==> config.mk <==
export PLATFORM = sky130hd
export DESIGN_NAME = port_arbiter_flat
export DESIGN_NICKNAME = d
export VERILOG_FILES = /design/src/rtl/port_arbiter_if.sv /design/src/rtl/port_arbiter.sv /design/src/flat_wrapper.sv
export SDC_FILE = /design/constraint.sdc
export NUM_CORES = 1
export LEC_CHECK = 0
export ABC_AREA = 0
export CAP_MARGIN = 20
export CORE_MARGIN = 5
export CORE_UTILIZATION = 40
export CTS_BUF_LIST = sky130_fd_sc_hd__clkbuf_4
export CTS_CLUSTER_DIAMETER = 80
export DETAILED_ROUTE_END_ITERATION = 8
export GPL_TIMING_DRIVEN = 0
export PLACE_DENSITY = 0.57
export SYNTH_ARGS = -nofsm -noshare
export SYNTH_HDL_FRONTEND = slang
export SYNTH_SLANG_ARGS = --single-unit
==> constraint.sdc <==
create_clock -name clk -period 4.3 [get_ports clk]
set_clock_uncertainty 0.05 [all_clocks]
set_input_delay 0.43 -clock clk [delete_from_list [all_inputs] [get_ports clk]]
set_output_delay 0.43 -clock clk [all_outputs]
set_load 0.01 [all_outputs]
==> src/rtl/port_arbiter_if.sv <==
`default_nettype none
// ============================================================================
// Module   : port_arbiter_if
// Purpose  : Handshake bundle between the RX requesters / TX unit and one
//            per-output-port switch arbiter.
// Signals  : reqs_in  [PORTS]      RX j requests this output (level)
//            acks_in  [PORTS]      completion ack to RX j (one-hot or zero)
//            req_out               request to TX to send the selected packet
//            ack_out               TX done for the current packet (level)
//            selected [PORT_BITS]  index of the granted RX (crossbar steer)
//            active                a grant is held, selected is valid
// Modports : master - the arbiter side; slave - the RX/TX environment side
// Revision : 1.0 - initial release
// ============================================================================
interface port_arbiter_if #(
    parameter int PORTS     = 5,
    parameter int PORT_BITS = 8
);
    logic [PORTS-1:0]     reqs_in;
    logic [PORTS-1:0]     acks_in;
    logic                 req_out;
    logic                 ack_out;
    logic [PORT_BITS-1:0] selected;
    logic                 active;

    modport master (
        input  reqs_in,
        input  ack_out,
        output acks_in,
        output req_out,
        output selected,
        output active
    );

    modport slave (
        output reqs_in,
        output ack_out,
        input  acks_in,
        input  req_out,
        input  selected,
        input  active
    );
endinterface
`default_nettype wire

==> src/rtl/port_arbiter.sv <==
`default_nettype none
// ============================================================================
// Module   : port_arbiter
// Purpose  : Per-output-port round-robin switch arbiter. Grants one RX
//            requester at a time, steers the crossbar with its index and
//            relays the TX completion back to it as a 4-phase req/ack.
// Ports    : clk    - rising-edge clock
//            reset  - asynchronous active-high reset
//            bus    - port_arbiter_if.master (reqs_in, acks_in, req_out,
//                     ack_out, selected, active)
// Revision : 1.0 - initial release
// ============================================================================
module port_arbiter #(
    parameter int ID        = 0,
    parameter int PORTS     = 5,
    parameter int PORT_BITS = 8
) (
    input  wire logic       clk,
    input  wire logic       reset,
    port_arbiter_if.master  bus
);

    // Elaboration-time sanity check on the parameter set.
    if (PORTS < 2 || ID < 0 || (PORT_BITS < 31 && PORTS > (1 << PORT_BITS))) begin : g_bad_params
        $error("port_arbiter %0d: illegal PORTS/PORT_BITS combination", ID);
    end

    typedef enum logic [1:0] {
        IDLE = 2'd0,
        BUSY = 2'd1,
        DONE = 2'd2
    } state_t;

    state_t               r_state;
    logic [PORT_BITS-1:0] r_last;

    logic [PORT_BITS-1:0] w_winner;
    logic                 w_found;
    int                   w_cand;
    logic [PORTS-1:0]     w_sel_onehot;
    logic                 w_sel_req;

    // Round-robin scan starting just after the last winner. r_last < PORTS
    // and the offset is at most PORTS, so one conditional subtraction gives
    // an exact modulo for any PORTS, power of two or not.
    always_comb begin
        w_winner = '0;
        w_found  = 1'b0;
        w_cand   = 0;
        for (int i = 1; i <= PORTS; i++) begin
            w_cand = int'(r_last) + i;
            if (w_cand >= PORTS) begin
                w_cand = w_cand - PORTS;
            end
            if (!w_found && bus.reqs_in[w_cand]) begin
                w_found  = 1'b1;
                w_winner = PORT_BITS'(w_cand);
            end
        end
    end

    // One-hot view of the held grant; avoids indexing with a PORT_BITS-wide
    // value that could exceed the request vector.
    always_comb begin
        w_sel_onehot = '0;
        for (int j = 0; j < PORTS; j++) begin
            w_sel_onehot[j] = (bus.selected == PORT_BITS'(j));
        end
    end

    assign w_sel_req = |(bus.reqs_in & w_sel_onehot);

    always_ff @(posedge clk or posedge reset) begin
        if (reset) begin
            r_state      <= IDLE;
            r_last       <= PORT_BITS'(PORTS - 1);
            bus.acks_in  <= '0;
            bus.req_out  <= 1'b0;
            bus.selected <= '0;
            bus.active   <= 1'b0;
        end else begin
            case (r_state)
                IDLE: begin
                    if (w_found) begin
                        bus.selected <= w_winner;
                        bus.active   <= 1'b1;
                        bus.req_out  <= 1'b1;
                        r_state      <= BUSY;
                    end
                end
                BUSY: begin
                    // Request withdrawal is ignored here; only the TX ack
                    // completes the grant.
                    if (bus.ack_out) begin
                        bus.req_out <= 1'b0;
                        bus.acks_in <= w_sel_onehot;
                        r_state     <= DONE;
                    end
                end
                DONE: begin
                    // Both sides must return to zero before the grant is freed.
                    if (!w_sel_req && !bus.ack_out) begin
                        bus.acks_in <= '0;
                        bus.active  <= 1'b0;
                        r_last      <= bus.selected;
                        r_state     <= IDLE;
                    end
                end
                default: begin
                    bus.acks_in <= '0;
                    bus.req_out <= 1'b0;
                    bus.active  <= 1'b0;
                    r_state     <= IDLE;
                end
            endcase
        end
    end

endmodule
`default_nettype wire

==> src/flat_wrapper.sv <==
// flat-port wrapper written by rule: the top's interface ports become plain ports
module port_arbiter_flat 
#(
    parameter int ID        = 0,
    parameter int PORTS     = 5,
    parameter int PORT_BITS = 8
)
  (clk, reset, bus_reqs_in, bus_ack_out, bus_acks_in, bus_req_out, bus_selected, bus_active);
  port_arbiter_if #(.PORTS(PORTS), .PORT_BITS(PORT_BITS)) bus_i ();
  input  wire logic clk;
  input  wire logic reset;
  input wire logic [$bits(bus_i.reqs_in)-1:0] bus_reqs_in;
  input wire logic [$bits(bus_i.ack_out)-1:0] bus_ack_out;
  output wire logic [$bits(bus_i.acks_in)-1:0] bus_acks_in;
  output wire logic [$bits(bus_i.req_out)-1:0] bus_req_out;
  output wire logic [$bits(bus_i.selected)-1:0] bus_selected;
  output wire logic [$bits(bus_i.active)-1:0] bus_active;
  assign bus_i.reqs_in = bus_reqs_in;
  assign bus_i.ack_out = bus_ack_out;
  assign bus_acks_in = bus_i.acks_in;
  assign bus_req_out = bus_i.req_out;
  assign bus_selected = bus_i.selected;
  assign bus_active = bus_i.active;
  port_arbiter #(.ID(ID), .PORTS(PORTS), .PORT_BITS(PORT_BITS)) u_core (.clk(clk), .reset(reset), .bus(bus_i));
endmodule
==> results of run 1 <==
logic make-up after synthesis:
logic type | count (synthesis) | synth area share, %
mux | 22 | 7.69
flops | 25 | 16.5
xor+xnor | 44 | 10.2
simple gates | 195 | 26.3
buf+inv | 46 | 5.64
compound gates | 149 | 28.4
fa+ha+maj | 16 | 5.28
sequential cells by signal (all words and copies together), names as in the netlist:
signal               count
u_core.r_state           2
u_core.bus.req_out       1
u_core.bus.selected      8
u_core.bus.active        1
u_core.r_last            8
u_core.bus.acks_in       5
synth_stat cells, types with 4 or more instances:
cell and number:
sky130_fd_sc_hd__nand2_1 50, sky130_fd_sc_hd__nor2_1 42, sky130_fd_sc_hd__o21ai_0 33, sky130_fd_sc_hd__xnor2_1 30, sky130_fd_sc_hd__a21oi_1 26, sky130_fd_sc_hd__dfrtp_1 24, sky130_fd_sc_hd__nand3_1 21, sky130_fd_sc_hd__clkbuf_1 16
sky130_fd_sc_hd__ha_1 16, sky130_fd_sc_hd__nor3_1 16, sky130_fd_sc_hd__xor2_1 14, sky130_fd_sc_hd__inv_1 13, sky130_fd_sc_hd__and2_1 11, sky130_fd_sc_hd__mux2i_1 10, sky130_fd_sc_hd__o211ai_1 9, sky130_fd_sc_hd__a21o_1 7
sky130_fd_sc_hd__a31oi_1 7, sky130_fd_sc_hd__and3_1 7, sky130_fd_sc_hd__mux2_2 7, sky130_fd_sc_hd__a221oi_1 6, sky130_fd_sc_hd__buf_2 6, sky130_fd_sc_hd__o2111ai_1 6, sky130_fd_sc_hd__a22oi_1 5, sky130_fd_sc_hd__mux4_2 5
sky130_fd_sc_hd__nand4_1 5, sky130_fd_sc_hd__nor2b_1 5, sky130_fd_sc_hd__nor4_1 5, sky130_fd_sc_hd__a211oi_1 4, sky130_fd_sc_hd__nor3b_1 4, sky130_fd_sc_hd__o31ai_1 4, sky130_fd_sc_hd__or2_2 4
worst max path at each step:
stage               slack, ns  cells after the start                      to              from
floorplan                0.36                     15  u_core.bus.selected[3]  u_core.r_last[0]
global placement        -0.64                     13  u_core.bus.selected[7]  u_core.r_last[0]
detailed placement      -0.65                     13  u_core.bus.selected[3]  u_core.r_last[0]
CTS                      0.01                     14  u_core.bus.selected[4]  u_core.r_last[0]
global route            -0.01                     14  u_core.bus.selected[4]  u_core.r_last[0]
finish                   0.10                     14  u_core.bus.selected[2]  u_core.r_last[0]
layout by cell type, fill, tap and decap left out, types with 3 or more instances in the layout:
| cell | Yosys | layout |
|---|---|---|
| sky130_fd_sc_hd__and2_1 | 11 | 11 |
| sky130_fd_sc_hd__nand2b_1 | 3 | 3 |
| sky130_fd_sc_hd__xnor2_1 | 30 | 29 |
| sky130_fd_sc_hd__and3_1 | 7 | 7 |
| sky130_fd_sc_hd__clkbuf_1 | 16 | 12 |
| sky130_fd_sc_hd__mux4_2 | 5 | 5 |
| sky130_fd_sc_hd__o31ai_1 | 4 | 3 |
| sky130_fd_sc_hd__o2bb2ai_1 | 3 | 3 |
| sky130_fd_sc_hd__nor3b_1 | 4 | 4 |
| sky130_fd_sc_hd__clkbuf_4 | 0 | 5 |
| sky130_fd_sc_hd__a221oi_2 | 1 | 3 |
| sky130_fd_sc_hd__xor2_1 | 14 | 14 |
| sky130_fd_sc_hd__or2_2 | 4 | 4 |
| sky130_fd_sc_hd__nor2b_1 | 5 | 3 |
| sky130_fd_sc_hd__nor3_1 | 16 | 15 |
| sky130_fd_sc_hd__ha_1 | 16 | 15 |
| sky130_fd_sc_hd__a21oi_1 | 26 | 25 |
| sky130_fd_sc_hd__mux2_2 | 7 | 7 |
| sky130_fd_sc_hd__nor2_1 | 42 | 41 |
| sky130_fd_sc_hd__clkdlybuf4s50_1 | 0 | 22 |
| sky130_fd_sc_hd__nand4_1 | 5 | 5 |
| sky130_fd_sc_hd__dfrtp_1 | 24 | 22 |
| sky130_fd_sc_hd__a221oi_1 | 6 | 4 |
| sky130_fd_sc_hd__a21o_1 | 7 | 7 |
| sky130_fd_sc_hd__buf_2 | 6 | 7 |
| sky130_fd_sc_hd__o21ai_0 | 33 | 32 |
| sky130_fd_sc_hd__buf_6 | 3 | 3 |
| sky130_fd_sc_hd__mux2i_1 | 10 | 9 |
| sky130_fd_sc_hd__o211ai_1 | 9 | 9 |
| sky130_fd_sc_hd__a22oi_1 | 5 | 5 |
| sky130_fd_sc_hd__nand2_1 | 50 | 49 |
| sky130_fd_sc_hd__o2111ai_1 | 6 | 6 |
| sky130_fd_sc_hd__or3_1 | 3 | 3 |
| sky130_fd_sc_hd__a31oi_1 | 7 | 7 |
| sky130_fd_sc_hd__inv_1 | 13 | 12 |
| sky130_fd_sc_hd__a211oi_1 | 4 | 3 |
| sky130_fd_sc_hd__buf_4 | 3 | 14 |
| sky130_fd_sc_hd__nand3_1 | 21 | 21 |
| sky130_fd_sc_hd__nor4_1 | 5 | 5 |
critical path: stages (launching register included):
cell,delay (ns)
sky130_fd_sc_hd__dfrtp_2,0.46
sky130_fd_sc_hd__clkbuf_4,0.21
sky130_fd_sc_hd__inv_1,0.18
sky130_fd_sc_hd__buf_2,0.28
sky130_fd_sc_hd__ha_1,0.31
sky130_fd_sc_hd__or3b_2,0.48
sky130_fd_sc_hd__o31ai_2,0.30
sky130_fd_sc_hd__a211oi_4,0.12
sky130_fd_sc_hd__nand2_2,0.22
sky130_fd_sc_hd__mux2i_1,0.23
sky130_fd_sc_hd__o211ai_1,0.27
sky130_fd_sc_hd__or3_1,0.45
sky130_fd_sc_hd__buf_6,0.15
sky130_fd_sc_hd__o211ai_1,0.24
sky130_fd_sc_hd__mux2_2,0.20
final cells by class:
| type | instances | share of cell area, % |
|---|---|---|
| multi-input cells | 426 | 69.0 |
| flip-flops and latches | 25 | 14.2 |
| inverters | 16 | 1.44 |
| clock inverters | 1 | 0.170 |
| well taps | 129 | 3.65 |
| clock buffers | 3 | 0.509 |
| repair buffers | 34 | 7.46 |
| plain buffers | 29 | 3.59 |
repair_timing:
action,4_1_cts,5_1_grt
setup buffers,2,9
pin swaps,0,3
gates cloned,0,0
endpoints found under the setup margin,11,9
hold buffers,0,0
resized for setup,15,15
metal layers:
metal | vias up | part of all wire (%) | track usage (%)
li1 | 1930 | - | -
met1 | 1974 | 44 | 33.1
met2 | 179 | 46 | 38.0
met3 | 35 | 6.5 | 1.50
met4 | 0 | 3.4 | 8.21
met5 | - | 0 | 0
stage by stage:
| stage | std cells | worst slack, ns | hold slack [ns] |
|---|---|---|---|
| final | 663 | 0.103 | 0.204 |
| after global routing | 663 | -0.0100 | 0.192 |
| after floorplan | 497 | 0.362 | 0.407 |
| after global placement | 648 | -0.637 | 0.425 |
| after CTS | 654 | 0.0105 | 0.471 |
| after detailed placement | 648 | -0.655 | 0.432 |
==> insert_results.sql, run 1 <==
INSERT INTO impl_metrics (metric_group, metric, value, unit) VALUES
('clock_network', 'max-clock-path-buffers', '2', ''),
('placed_design', 'globalplace.congestion', '0.954', ''),
('critical_path', 'critical_path_peak_fanout', '12', ''),
('die', 'start_util', '41.0', '%'),
('clock_network', 'htree_levels', '1', ''),
('detailed_routing', 'dr_iter_0_viols', '424', ''),
('detailed_routing', 'route.detailed.vias_per_inst', '6.21', ''),
('finish', 'utilization', '47.9', '%'),
('grt', 'grt_start_max_net_pins', '26', ''),
('hold_path', 'hold_path.class', 'input port to async pin', ''),
('clock_network', 'clk_pin_slew_worst_paths', '0.15', 'ns'),
('clock_network', 'clock_latency', '0.33', 'ns'),
('synthesis', 'synth.net_count', '521', ''),
('synthesis', 'synth-edff-count', '0', ''),
('finish', 'stdcell_area', '4430', 'sq um'),
('die', 'std_cell_rows', '35', ''),
('clock_network', 'clock-root-buffer', 'sky130_fd_sc_hd__clkbuf_4', ''),
('die', 'num_io_pins', '23', ''),
('detailed_routing', 'wire_per_inst', '20.7', 'um'),
('detailed_routing', 'drt_pass1_iterations', '5', ''),
('synthesis', 'yosysUniqueCellTypes', '82', ''),
('synthesis', 'synth.yosys.warnings', '0', ''),
('finish', 'multi_input_comb_area', '3050', 'sq um'),
('finish', 'finalNetCount', '559', ''),
('grt', 'grt_pass1_vias', '3888', ''),
('synthesis', 'ys_ff_latch', '25', ''),
('detailed_routing', 'postRouteAntennaNets', '0', ''),
('placed_design', 'port-buffer-count', '22', ''),
('finish', 'antenna-diode-count', '0', ''),
('sta', 'final-hold-violation-count', '0', ''),
('synthesis', 'synth_top_flop_cell', 'sky130_fd_sc_hd__dfrtp_1', ''),
('sta', 'slew_violations', '0', ''),
('clock_network', 'cts_tree', 'done', ''),
('sta', 'max_slew.worst_pin.slew', '0.719', 'ns'),
('critical_path', 'rr_startpoint', 'u_core.r_last[0]', ''),
('detailed_routing', 'detail_route.wirelength', '13.7', 'mm'),
('critical_path', 'critical_path.startpoint_type', 'flop', ''),
('placed_design', 'dp_hpwl', '10.6', 'mm'),
('clock_network', 'tritoncts_buffers', '3', ''),
('sta', 'fmax', '0.238', 'GHz'),
('grt', 'grtUsageTotal', '23.5', '%'),
('synthesis', 'post_synth.cell_area_avg', '7.63', 'sq um'),
('finish', 'final_layout_size_suffix_gt1_share', '15.7', '%'),
('grt', 'grt_overflow', '0', ''),
('sta', 'timing.final.setup_violations', '0', ''),
('synthesis', 'ys_seq_area_share', '16.5', '%'),
('grt', 'number_of_antenna_violations_at_the_first_check_in_global_routing', '0', ''),
('placed_design', 'placedInstanceArea', '4170', 'sq um'),
('critical_path', 'reg2reg_slack', '0.10', 'ns'),
('synthesis', 'post_synth_inst_count', '497', ''),
('detailed_routing', 'route.detailed.drc', '0', ''),
('sta', 'post-route-period-util', '97.6', '%'),
('critical_path', 'worstSetupEndpointType', 'flop', ''),
('clock_network', 'clock_sinks', '25', ''),
('critical_path', 'timing.critical_path.required', '4.53', 'ns'),
('critical_path', 'worst_ep_arrival_time', '4.43', 'ns'),
('sta', 'slew_headroom', '51.6', '%'),
('synthesis', 'top_post_synthesis_cells_by_area', 'sky130_fd_sc_hd__dfrtp_1 16%, sky130_fd_sc_hd__xnor2_1 6.9%, sky130_fd_sc_hd__ha_1 5.3%, sky130_fd_sc_hd__nand2_1 4.9%, sky130_fd_sc_hd__o21ai_0 4.4%', ''),
('status', 'run_status', 'completed', ''),
('sta', 'totalNegativeSetupSlack', '0', 'ns'),
('finish', 'layout.filler_cells', '937', ''),
('finish', 'syn_to_final_growth', '16.8', '%'),
('critical_path', 'worstSetupPathType', 'flop to flop', ''),
('grt', 'grt_first_pass_wirelength', '21.5', 'mm'),
('synthesis', 'syn-cell-area', '3790', 'sq um'),
('die', 'die_area', '11500', 'sq um'),
('synthesis', 'asyncSetResetFlopFracSynth', '100', '%'),
('synthesis', 'netlist.area_leader.share', '15.8', '%'),
('die', 'die_height', '107', 'um'),
('detailed_routing', 'via_count', '4118', ''),
('critical_path', 'rr_worst_depth', '14', ''),
('flow_run', 'maxCapViolations', '0', ''),
('synthesis', 'largest_area_contributor_in_the_synthesized_netlist', 'sky130_fd_sc_hd__dfrtp_1', ''),
('die', 'die_w', '107', 'um'),
('sta', 'period_needed', '4.20', 'ns'),
('finish', 'footprint_of_the_flip_flops_and_latches', '629', 'sq um'),
('critical_path', 'regToRegEndpoint', 'u_core.bus.selected[2]', ''),
('die', 'core_region_area', '9240', 'sq um');
Power of run 1 is not shown: default switching activity piles up to over one toggle a cycle in this logic, so the estimate is an artifact.
==> run 2: changes to the inputs <==
CAP_MARGIN = 10   (was 20)
GPL_TIMING_DRIVEN = unset   (was 0)
SKIP_CTS_REPAIR_TIMING = 1   (was unset)
==> run 2 against run 1 <==
Final cell count shrank 1.7%. Via count fell by 1.5%. Maximum frequency increased by 1.1%. Design area down 3.4%. Die area did not move. Non-clock buffer count fell by 11. Worst setup slack better by 0.044 ns.
==> insert_results.sql, run 2 (synthesized netlist as in run 1, its figures left out) <==
INSERT INTO impl_metrics (metric_group, metric, value, unit) VALUES
('finish', 'final_layout_size_suffix_gt1_share', '13.2', '%'),
('die', 'die_w', '107', 'um'),
('clock_network', 'cts_tree', 'done', ''),
('detailed_routing', 'dr_iter_0_viols', '294', ''),
('critical_path', 'worst_ep_arrival_time', '4.40', 'ns'),
('sta', 'totalNegativeSetupSlack', '0', 'ns'),
('clock_network', 'htree_levels', '1', ''),
('grt', 'top_usage_layer', 'met2', ''),
('detailed_routing', 'drt_pass1_iterations', '6', ''),
('sta', 'hold_slack', '0.447', 'ns'),
('critical_path', 'critical_path_peak_fanout', '15', ''),
('die', 'die_area', '11500', 'sq um'),
('sta', 'slew_violations', '0', ''),
('grt', 'number_of_antenna_violations_at_the_first_check_in_global_routing', '0', ''),
('finish', 'syn_to_final_growth', '12.7', '%'),
('finish', 'antenna-diode-count', '0', ''),
('critical_path', 'worstSetupPathType', 'flop to flop', ''),
('sta', 'timing.final.setup_violations', '0', ''),
('grt', 'grt.met3_usage', '3.54', '%'),
('grt', 'groute.layer.met1.usage', '34.3', '%'),
('hold_path', 'hold_path.class', 'flop to flop', ''),
('placed_design', 'port-buffer-count', '22', ''),
('clock_network', 'tritoncts_buffers', '3', ''),
('critical_path', 'critical_path.startpoint_type', 'flop', ''),
('placed_design', 'globalplace.congestion', '0.980', ''),
('detailed_routing', 'route.detailed.vias_per_inst', '6.22', ''),
('die', 'die_height', '107', 'um'),
('detailed_routing', 'wire_per_inst', '20.6', 'um'),
('hold_path', 'min_from', 'u_core.bus.acks_in[1]', ''),
('die', 'num_io_pins', '23', ''),
('die', 'start_util', '41.0', '%'),
('detailed_routing', 'via_count', '4058', ''),
('finish', 'utilization', '46.3', '%'),
('status', 'run_status', 'completed', ''),
('finish', 'mostFrequentLayoutCells', '50 x sky130_fd_sc_hd__nand2_1, 42 x sky130_fd_sc_hd__nor2_1, 33 x sky130_fd_sc_hd__o21ai_0, 30 x sky130_fd_sc_hd__xnor2_1, 30 x sky130_fd_sc_hd__buf_4', ''),
('grt', 'grt_first_pass_wirelength', '21.7', 'mm'),
('finish', 'biggestRegsByFlops', 'u_core.bus.selected (8), u_core.r_last (8), u_core.bus.acks_in (5)', ''),
('sta', 'fin_ws', '0.147', 'ns'),
('critical_path', 'worstSetupEndpointType', 'flop', ''),
('clock_network', 'clock_latency', '0.34', 'ns'),
('clock_network', 'clk_pin_slew_worst_paths', '0.16', 'ns'),
('grt', 'grt_pass1_vias', '3818', ''),
('sta', 'post-route-period-util', '96.6', '%'),
('grt', 'met2_usage', '36.6', '%'),
('placed_design', 'preCtsSetupSlack', '0.312', 'ns'),
('sta', 'period_needed', '4.15', 'ns'),
('grt', 'grtUsageTotal', '23.5', '%'),
('sta', 'max_slew.worst_pin.slew', '0.995', 'ns'),
('sta', 'slew_headroom', '33.6', '%'),
('finish', 'layout_commonest_cell', 'sky130_fd_sc_hd__nand2_1', ''),
('clock_network', 'clock_sinks', '25', ''),
('grt', 'grt_start_max_net_pins', '26', ''),
('flow_run', 'maxCapViolations', '0', ''),
('detailed_routing', 'detail_route.wirelength', '13.4', 'mm'),
('die', 'core_region_area', '9240', 'sq um'),
('detailed_routing', 'postRouteAntennaNets', '0', ''),
('clock_network', 'clock-root-buffer', 'sky130_fd_sc_hd__clkbuf_4', ''),
('sta', 'fmax', '0.241', 'GHz'),
('sta', 'final-hold-violation-count', '0', ''),
('clock_network', 'max-clock-path-buffers', '2', ''),
('critical_path', 'timing.critical_path.required', '4.54', 'ns'),
('die', 'std_cell_rows', '35', ''),
('finish', 'finalNetCount', '548', ''),
('grt', 'grt_overflow', '0', ''),
('detailed_routing', 'route.detailed.drc', '0', ''),
('critical_path', 'rr_startpoint', 'u_core.r_last[2]', ''),
('placed_design', 'dp_hpwl', '10.7', 'mm'),
('critical_path', 'cp-startpoint', 'u_core.r_last[2]', ''),
('sta', 'unrepaired_setup_endpoints_after_global_routing', 'no', '');
-- run 2: changes by cell type in the layout (fill, tap and decap cells not counted), sizes merged --
cell	before	now
clkbuf	17	3
buf	27	30
clkinvlp	2	1
inv	13	14
-- run 2: final cells by class --
cell class | instances | area (sq um)
Inverter | 16 | 60.1
Multi-Input combinational cell | 426 | 2950
Clock buffer | 3 | 22.5
Clock inverter | 1 | 7.51
Timing Repair Buffer | 52 | 445
Fill cell | 928 | 4960
Tap cell | 129 | 161
Sequential cell | 25 | 627
-- run 2: layer usage --
metal	share of wire, %	routed length, um
met1	45	6110
met2	44	5950
met5	0	0
met3	8.2	1110
met4	2.0	274
-- run 2: path summary, 6_finish.rpt --
kind | endpoint | slack, ns | cells past startpoint
setup / recovery | u_core.bus.selected[2] | 0.15 | 11
hold / removal | u_core.bus.acks_in[1] | 0.45 | 2
setup reg to reg | u_core.bus.selected[2] | 0.15 | 11
hold reg to reg | u_core.bus.acks_in[1] | 0.45 | 2
max in group asynchronous | u_core.bus.selected[6] | 3.05 | 2
min in group asynchronous | u_core.bus.acks_in[4] | 0.56 | 2
-- run 2: stage by stage --
stage | area, sq um | cells
after floorplan | 3790 | 497
after global placement | 4250 | 648
after detailed placement | 4250 | 648
after CTS | 4280 | 652
after global routing | 4280 | 652
final | 4280 | 652
-- run 2: worst max-delay path, stage by stage (launching register included) --
cell and delay [ns]:
sky130_fd_sc_hd__dfstp_2 0.76, sky130_fd_sc_hd__inv_2 0.19, sky130_fd_sc_hd__ha_1 0.31, sky130_fd_sc_hd__a21oi_1 0.41, sky130_fd_sc_hd__o21ai_0 0.19, sky130_fd_sc_hd__a211oi_2 0.45
sky130_fd_sc_hd__and2_1 0.27, sky130_fd_sc_hd__mux2i_1 0.20, sky130_fd_sc_hd__o211ai_1 0.26, sky130_fd_sc_hd__or3_1 0.58, sky130_fd_sc_hd__o211ai_1 0.24, sky130_fd_sc_hd__mux2_2 0.18
Power of run 2 is left out for the same reason.
